## src/rtl/tpn_serializer_if.sv

```systemverilog
// tpn_serializer_if: block-mask input and TPN stream output bundle for tpn_serializer
interface tpn_serializer_if #(
    parameter int PPB   = 8,
    parameter int NOB_W = 2,
    parameter int NOP_W = 5
);
    logic             blk_valid;
    logic             blk_ready;
    logic [NOB_W-1:0] blk_idx;
    logic [PPB-1:0]   blk_mask;
    logic             blk_last;
    logic             tpn_valid;
    logic             tpn_ready;
    logic [NOP_W-1:0] tpn;
    logic             tpn_last;
    logic [NOP_W:0]   hit_count;
    logic             done;
    logic             err;
    modport master (
        output blk_valid, blk_idx, blk_mask, blk_last, tpn_ready,
        input  blk_ready, tpn_valid, tpn, tpn_last, hit_count, done, err
    );
    modport slave (
        input  blk_valid, blk_idx, blk_mask, blk_last, tpn_ready,
        output blk_ready, tpn_valid, tpn, tpn_last, hit_count, done, err
    );
endinterface

```

## src/rtl/tpn_serializer.sv

```systemverilog
// tpn_serializer: turns per-block page-match masks into a stream of global TPNs, lowest page first
module tpn_serializer #(
    parameter int NOB   = 3,
    parameter int PPB   = 8,
    parameter int NOB_W = 2,
    parameter int PPB_W = 3,
    parameter int NOP_W = 5
) (
    input  logic             clk,
    input  logic             rst,
    tpn_serializer_if.slave  io_bus
);
    typedef enum logic {IDLE, DRAIN} state_t;
    state_t           r_state, w_next;
    logic [NOB_W-1:0] r_idx;
    logic [PPB-1:0]   r_mask;
    logic             r_last, r_tpn_valid, r_tpn_last, r_done, r_err, r_new_scan;
    logic [NOP_W-1:0] r_tpn;
    logic [NOP_W:0]   r_hit;
    logic             w_acc, w_bad, w_hs;
    logic [PPB-1:0]   w_rem;

    function automatic logic [PPB_W-1:0] lsb_idx(input logic [PPB-1:0] m);
        lsb_idx = '0;
        for (int p = PPB - 1; p >= 0; p--)
            if (m[p]) lsb_idx = PPB_W'(p);
    endfunction

    function automatic logic one_hot(input logic [PPB-1:0] m);
        return m != '0 && (m & (m - 1'b1)) == '0;
    endfunction

    function automatic logic [NOP_W-1:0] tpn_of(input logic [NOB_W-1:0] idx, input logic [PPB-1:0] m);
        return NOP_W'(idx) * NOP_W'(PPB) + NOP_W'(lsb_idx(m));
    endfunction

    assign io_bus.blk_ready = rst && r_state == IDLE;
    assign io_bus.tpn_valid = r_tpn_valid;
    assign io_bus.tpn       = r_tpn;
    assign io_bus.tpn_last  = r_tpn_last;
    assign io_bus.hit_count = r_hit;
    assign io_bus.done      = r_done;
    assign io_bus.err       = r_err;
    assign w_acc = io_bus.blk_valid && io_bus.blk_ready;
    assign w_bad = {1'b0, io_bus.blk_idx} >= (NOB_W + 1)'(NOB);
    assign w_hs  = r_tpn_valid && io_bus.tpn_ready;
    // remaining mask once the lowest set bit has been handed off
    assign w_rem = r_mask & (r_mask - 1'b1);

    always_ff @(posedge clk or negedge rst)
        if (!rst) r_state <= IDLE;
        else      r_state <= w_next;

    always_comb begin
        w_next = r_state;
        if (r_state == IDLE && w_acc && !w_bad && io_bus.blk_mask != '0) w_next = DRAIN;
        if (r_state == DRAIN && w_hs && w_rem == '0) w_next = IDLE;
    end

    always_ff @(posedge clk or negedge rst) begin
        if (!rst) begin
            r_idx       <= '0;
            r_mask      <= '0;
            r_last      <= 1'b0;
            r_tpn_valid <= 1'b0;
            r_tpn_last  <= 1'b0;
            r_tpn       <= '0;
            r_hit       <= '0;
            r_done      <= 1'b0;
            r_err       <= 1'b0;
            r_new_scan  <= 1'b1;
        end else begin
            r_done <= 1'b0;
            if (w_acc) begin
                r_idx  <= io_bus.blk_idx;
                r_mask <= io_bus.blk_mask;
                r_last <= io_bus.blk_last;
                if (w_bad) begin
                    r_err <= 1'b1;
                end else begin
                    if (r_new_scan) begin
                        r_hit      <= '0;
                        r_new_scan <= 1'b0;
                    end
                    if (io_bus.blk_mask != '0) begin
                        r_tpn_valid <= 1'b1;
                        r_tpn       <= tpn_of(io_bus.blk_idx, io_bus.blk_mask);
                        r_tpn_last  <= io_bus.blk_last && one_hot(io_bus.blk_mask);
                    end else if (io_bus.blk_last) begin
                        r_done     <= 1'b1;
                        r_new_scan <= 1'b1;
                    end
                end
            end
            if (w_hs) begin
                r_mask <= w_rem;
                r_hit  <= r_hit + 1'b1;
                if (w_rem != '0) begin
                    r_tpn      <= tpn_of(r_idx, w_rem);
                    r_tpn_last <= r_last && one_hot(w_rem);
                end else begin
                    r_tpn_valid <= 1'b0;
                    r_tpn_last  <= 1'b0;
                    if (r_last) begin
                        r_done     <= 1'b1;
                        r_new_scan <= 1'b1;
                    end
                end
            end
        end
    end
endmodule

```

## src/flat_wrapper.sv

```systemverilog
// flat-port wrapper written by rule: the top's interface ports become plain ports
module tpn_serializer_flat 
#(
    parameter int NOB   = 3,
    parameter int PPB   = 8,
    parameter int NOB_W = 2,
    parameter int PPB_W = 3,
    parameter int NOP_W = 5
)
  (clk, rst, io_bus_blk_valid, io_bus_blk_idx, io_bus_blk_mask, io_bus_blk_last, io_bus_tpn_ready, io_bus_blk_ready, io_bus_tpn_valid, io_bus_tpn, io_bus_tpn_last, io_bus_hit_count, io_bus_done, io_bus_err);
  tpn_serializer_if #(.PPB(PPB), .NOB_W(NOB_W), .NOP_W(NOP_W)) io_bus_i ();
  input  logic clk;
  input  logic rst;
  input wire logic [$bits(io_bus_i.blk_valid)-1:0] io_bus_blk_valid;
  input wire logic [$bits(io_bus_i.blk_idx)-1:0] io_bus_blk_idx;
  input wire logic [$bits(io_bus_i.blk_mask)-1:0] io_bus_blk_mask;
  input wire logic [$bits(io_bus_i.blk_last)-1:0] io_bus_blk_last;
  input wire logic [$bits(io_bus_i.tpn_ready)-1:0] io_bus_tpn_ready;
  output wire logic [$bits(io_bus_i.blk_ready)-1:0] io_bus_blk_ready;
  output wire logic [$bits(io_bus_i.tpn_valid)-1:0] io_bus_tpn_valid;
  output wire logic [$bits(io_bus_i.tpn)-1:0] io_bus_tpn;
  output wire logic [$bits(io_bus_i.tpn_last)-1:0] io_bus_tpn_last;
  output wire logic [$bits(io_bus_i.hit_count)-1:0] io_bus_hit_count;
  output wire logic [$bits(io_bus_i.done)-1:0] io_bus_done;
  output wire logic [$bits(io_bus_i.err)-1:0] io_bus_err;
  assign io_bus_i.blk_valid = io_bus_blk_valid;
  assign io_bus_i.blk_idx = io_bus_blk_idx;
  assign io_bus_i.blk_mask = io_bus_blk_mask;
  assign io_bus_i.blk_last = io_bus_blk_last;
  assign io_bus_i.tpn_ready = io_bus_tpn_ready;
  assign io_bus_blk_ready = io_bus_i.blk_ready;
  assign io_bus_tpn_valid = io_bus_i.tpn_valid;
  assign io_bus_tpn = io_bus_i.tpn;
  assign io_bus_tpn_last = io_bus_i.tpn_last;
  assign io_bus_hit_count = io_bus_i.hit_count;
  assign io_bus_done = io_bus_i.done;
  assign io_bus_err = io_bus_i.err;
  tpn_serializer #(.NOB(NOB), .PPB(PPB), .NOB_W(NOB_W), .PPB_W(PPB_W), .NOP_W(NOP_W)) u_core (.clk(clk), .rst(rst), .io_bus(io_bus_i));
endmodule
```

## config.mk

```make
export PLATFORM = sky130hd
export DESIGN_NAME = tpn_serializer_flat
export DESIGN_NICKNAME = d
export VERILOG_FILES = /design/src/rtl/tpn_serializer_if.sv /design/src/rtl/tpn_serializer.sv /design/src/flat_wrapper.sv
export SDC_FILE = /design/constraint.sdc
export NUM_CORES = 1
export LEC_CHECK = 0
export BUFFER_PORTS_ARGS = -buffer_cell sky130_fd_sc_hd__buf_2
export CORE_ASPECT_RATIO = 1.5
export CORE_MARGIN = 2
export CORE_UTILIZATION = 40
export DETAILED_ROUTE_END_ITERATION = 12
export SYNTH_ARGS = -nofsm -noshare
export SYNTH_HDL_FRONTEND = slang
export SYNTH_SLANG_ARGS = --single-unit
```

## constraint.sdc

```tcl
create_clock -name clk -period 3.75 [get_ports clk]
set_input_delay 0 -clock clk [delete_from_list [all_inputs] [get_ports clk]]
set_output_delay 0 -clock clk [all_outputs]
set_load 0.02 [all_outputs]
```

After elaboration in Yosys (flattened, before gate mapping)
Index checks and enable logic that the tools add are counted.
{"block": "classes", "n_eq_ne": 1, "order_cmp": 1, "add_sub_neg": 6, "bitwise_logic": 4, "n_mux": 56, "reduce_logical": 25}
{"cell": "two-way mux 3 bit", "count": 21}
{"cell": "two-way mux 5 bit", "count": 5}
{"cell": "AND 8 bit", "count": 3}
{"cell": "zero test 8 bit", "count": 3}
{"cell": "two-way mux 1 bit", "count": 24}
{"cell": "two-way mux 6 bit", "count": 4}
{"cell": "subtractor 8 x 1 -> 8 bit, second input constant", "count": 3}
{"cell": "two-way mux 8 bit", "count": 2}
{"cell": "nonzero test 8 bit", "count": 2}
{"cell": "logical AND 1 bit", "count": 12}
{"cell": "adder 5 x 3 -> 5 bit", "count": 2}
{"cell": "nonzero test 2 bit", "count": 4}
{"cell": "adder 6 x 1 -> 6 bit, second input constant", "count": 1}
{"cell": "AND reduction 3 bit", "count": 2}
{"cell": "greater-or-equal comparator 2 bit, second input constant", "count": 1}
{"cell": "!= test 2 bit, second input constant", "count": 1}
{"cell": "AND reduction 2 bit", "count": 1}
{"cell": "zero test 1 bit", "count": 1}
{"cell": "inverter 1 bit", "count": 1}
{"block": "word_totals", "register_bits": 28, "out_inout_bits": 16}

Logic depth before layout (Yosys ltp)
{"block": "depth", "word_depth": 17, "ltp_mapped": 6, "depth_no_buf": 5}

Worst setup path before layout
No wires, ideal clock.
{"block": "synth_timing", "kind": "reg2reg", "start": "register u_core.r_mask[0]", "end": "register u_core.r_tpn_last, in the netlist u_core.io_bus.tpn_last", "n_path_buf": 1, "stages_incl_launch_ff": 7, "slack_ns": 1.724, "arrival_ns": 1.895, "period_less_slack_ns": 2.026, "setup_time_ns": 0.131, "path_cell_list": "dfrtp_1 > or4_1 > buf_2 > a2111o_1 > a31oi_1 > a211o_1 > o211ai_1"}
{"block": "synth_via", "elab_chain_len": 9}
{"element": "start: declaration", "line_no": "tpn_serializer.sv:16", "source": "logic [PPB-1:0] r_mask;"}
{"element": "start signal: assignment", "line_no": "tpn_serializer.sv:76", "source": "r_mask <= io_bus.blk_mask;"}
{"element": "start signal: assignment", "line_no": "tpn_serializer.sv:96", "source": "r_mask <= w_rem;"}
{"element": "subtractor 8 x 1 -> 8 bit", "line_no": "tpn_serializer.sv:48", "source": "assign w_rem = r_mask & (r_mask - 1'b1);"}
{"element": "AND 8 bit (*)", "line_no": "tpn_serializer.sv:48"}
{"element": "subtractor 8 x 1 -> 8 bit", "line_no": "tpn_serializer.sv:30", "source": "return m != '0 && (m & (m - 1'b1)) == '0;"}
{"element": "AND 8 bit", "line_no": "tpn_serializer.sv:30"}
{"element": "zero test 8 bit", "line_no": "tpn_serializer.sv:30"}
{"element": "logical AND 1 bit", "line_no": "tpn_serializer.sv:30"}
{"element": "logical AND 1 bit", "line_no": "tpn_serializer.sv:100", "source": "r_tpn_last <= r_last && one_hot(w_rem);"}
{"element": "two-way mux 1 bit (*)", "line_no": "tpn_serializer.sv:98", "source": "if (w_rem != '0) begin"}
{"element": "two-way mux 1 bit (*)", "line_no": "tpn_serializer.sv:95", "source": "if (w_hs) begin"}
{"element": "end signal: assignment", "line_no": "tpn_serializer.sv:88", "source": "r_tpn_last <= io_bus.blk_last && one_hot(io_bus.blk_mask);"}
{"element": "end signal: assignment", "line_no": "tpn_serializer.sv:100"}
{"element": "end: declaration", "line_no": "tpn_serializer.sv:17", "source": "logic r_last, r_tpn_valid, r_tpn_last, r_done, r_err, r_new_scan;"}
Mark *: on every way between the ends. The rest lies on a longest branch, timed or not.
A chain may end at the register's enable or synchronous reset.

Worst setup path in the final report
Ends and elaborated chain as after synthesis.

==> results.toml <==
[power_and_ir_drop]
p_sw_share_pct = 45.9
peakVddDrop_uv = 439
pwr-share-seq_pct = 39.1
leakage_nw = 0.916
power_frac_comb_pct = 48.8
switching_power_uw = 716
internal_power_uw = 844
clockPowerShare_pct = 12.1
total_power_mw = 1.56
power.density_nw_per_um2 = 776

[sta]
fin_skew_ns = 0.00569
slew_violations = 0
fin_tns_setup_ns = 0
fin_crit_sh_pct = 63.4
tightest_slew_ns = 0.937
final.min_clock_period_ns = 2.38
fmax_mhz = 420
relSlewSlack_pct = 36.6
hold_viol = 0
setup_violations = 0
rsz0062_at_grt = "false"

[yosys]
yosysMostFrequentCell = "dfrtp_1"
synth_compound_area_share_pct = 31.0
synthAdderAreaFrac_pct = 1.31
synth-xor-area-share_pct = 2.04
synth_top_area_share_pct = 39.3
synth_area_leaders = "dfrtp_1 39%, o21ai_0 6.1%, nand2_1 5.5%"
syn_area_per_cell_um2 = 8.50
muxShareOfSynthArea_pct = 1.17
ys.flop_type = "dfrtp_1"
synth_edf_count = 0
synthArstFlopShare_pct = 100
syn-num-nets = 218
yosysWarnings = 0
syn_inst = 202
yosysTopAreaCell = "dfrtp_1"
synth_seq_cells = 28
synth_top_family_by_area = "compound AO/OA/AOI/OAI gates"
synth_seq_area_share_pct = 40.9
synthSimpleGateAreaFrac_pct = 19.8
synth.cell_area_um2 = 1720
synth.cells.most_frequent = "27 x dfrtp_1, 25 x nand2_1, 21 x o21ai_0"
synth_cell_type_count = 48

[run_status]
outcome = "complete, no violations"

[clock_network]
htreeDepth = 1
insertion_delay_ns = 0.27
cts_setup_buffers = 0
ctsLongestPathBuffers = 2
ctsResizeCount = 0
cts_root_buf = "clkbuf_8"
clk_pin_slew_ns = 0.10
numCtsBuffers = 3
cts_sinks = 28
cts_tree = "yes"

[layout]
drive_gt1_share_pct = 18.1
final_cells = 278
area.growth.synth_to_final_pct = 17.1
fin_nets = 249
diodes = 0

[grt]
grt_first_pass_wirelength_um = 7560
grt_max_degree = 32
grt_pass1_vias = 1574
overflow = 0
antenna_found_initial = 0
grt_usage_pct = 19.9

[place]
dp.cells = 267
portBuffers = 30
hpwl_um = 3230
gp_congestion = 0.833

[die]
start_util_pct = 41.2
ios = 31
rows = 29
die_area_um2 = 4850
die_w_um = 57.5
die_h_um = 84.3
coreArea_um2 = 4170

[route]
wl_per_cell_um = 15.7
wl_met2_um = 2220
drt-total-wl_um = 4360
drc = 0
top_layer = "met4"
drt_pass1_iterations = 5
via_per_inst = 5.85
wl_met3_um = 165
via_count = 1625
ant_nets = 0
drtIter0Drc = 40
wl_met1_um = 1920

[setup_path]
cp-end-kind = "flip-flop"
critPathLaunchType = "flip-flop"
r2r_start = "u_core.r_mask[0]"
startpoint = "u_core.r_mask[0]"
endpoint = "u_core.io_bus.tpn_last"
worst_r2r_path_depth = 5
cp.required_ns = 3.91
worstPathArrival_ns = 2.54
worstPathMaxFanout = 12
setup.worst_path.class = "flip-flop to flip-flop"
r2r_setup_slack_ns = 1.37
r2r_end = "u_core.io_bus.tpn_last"

[worst_hold_path]
hp-class = "input port to flip-flop"

[job]
drv_cap = 0
## routing by layer
layer | track usage (%) | vias up
met5 | 0 | -
met4 | 9.30 | 0
met1 | 26.4 | 771
li1 | - | 811
met2 | 31.8 | 39
met3 | 2.31 | 4
## worst max-delay path, stage by stage, from the launching register on
cell and delay, ns:
dfrtp_1 0.51, or4_1 0.74, a2111o_1 0.45, a31oi_1 0.34
a211o_1 0.15, o211ai_1 0.07
## kinds of logic (layout without fill, tap and decap cells)
family	Yosys count	in the layout
muxes	2	2
and+or+nand+nor	70	70
adders and majority gates	2	2
DFF	28	28
AOI/OAI and AO/OA	79	79
buffers and inverters	17	47
xor gates and xnor gates	4	4
## flip-flops by register name (all words and copies together) (netlist names)
signal and flops:
u_core.io_bus.hit_count 6, u_core.r_last 1, u_core.r_idx 2, u_core.io_bus.err 1, u_core.io_bus.done 1, u_core.io_bus.tpn_valid 1, u_core.r_mask 8, u_core.r_new_scan 1
u_core.io_bus.tpn_last 1, u_core.r_state 1, u_core.io_bus.tpn 5
## placed cells by master (no fill, tap or decap), types with 5 or more instances in the layout
cell           Yosys  final
nand2_1           25     25
buf_2              1     30
nor3_1             7      7
dfrtp_1           27     27
a22o_1             5      5
inv_1              5      5
a21oi_1           16     16
a211oi_1           5      5
dlygate4sd3_1      0      7
nor2_1            14     14
o21ai_0           21     21
## final cells by class
type	instances	area, um2
clock buffers	4	55.1
fillers	402	2160
inverters	5	18.8
multi-input cells	157	951
flip-flops and latches	28	702
well taps	46	57.6
repair buffers	38	228
## stage by stage
step           utilization, %  hold slack [ns]  instance area (um2)  setup slack [ns]
5_1_grt                  48.2           0.0104                 2010              1.11
4_1_cts                  48.2          0.00157                 2010              1.34
3_5_place_dp             45.2           0.0346                 1890              1.38
2_1_floorplan               -           -0.296                 1720              1.72
6_report                 48.2           0.0103                 2010              1.37
3_3_place_gp             45.2           0.0346                 1890              1.41
## power groups by stage
stage | clock (mW) | sequential (mW) | combinational (mW)
2_1_floorplan | 0 | 0.580 | 0.588
3_3_place_gp | 0 | 0.610 | 0.764
3_5_place_dp | 0 | 0.612 | 0.758
4_1_cts | 0.194 | 0.607 | 0.767
5_1_grt | 0.211 | 0.634 | 0.861
6_report | 0.189 | 0.610 | 0.761
## worst min-delay path by stage
stage	startpoint	endpoint	slack [ns]	cells after the start
5_1_grt	io_bus_blk_mask[6]	u_core.r_mask[6]	0.01	2
4_1_cts	io_bus_blk_mask[5]	u_core.r_mask[5]	0.002	2
3_5_place_dp	rst	u_core.io_bus.hit_count[0]	0.03	2
6_report	io_bus_blk_mask[5]	u_core.r_mask[5]	0.01	2
2_1_floorplan	rst	u_core.io_bus.done	-0.30	0
3_3_place_gp	rst	u_core.io_bus.hit_count[0]	0.03	2
## what timing repair did
item,in CTS,in global routing
endpoints found under the setup margin,0,0
hold endpoints to repair,33,0
hold buffers,7,0
No activity file was read; power rests on OpenSTA's default activity.
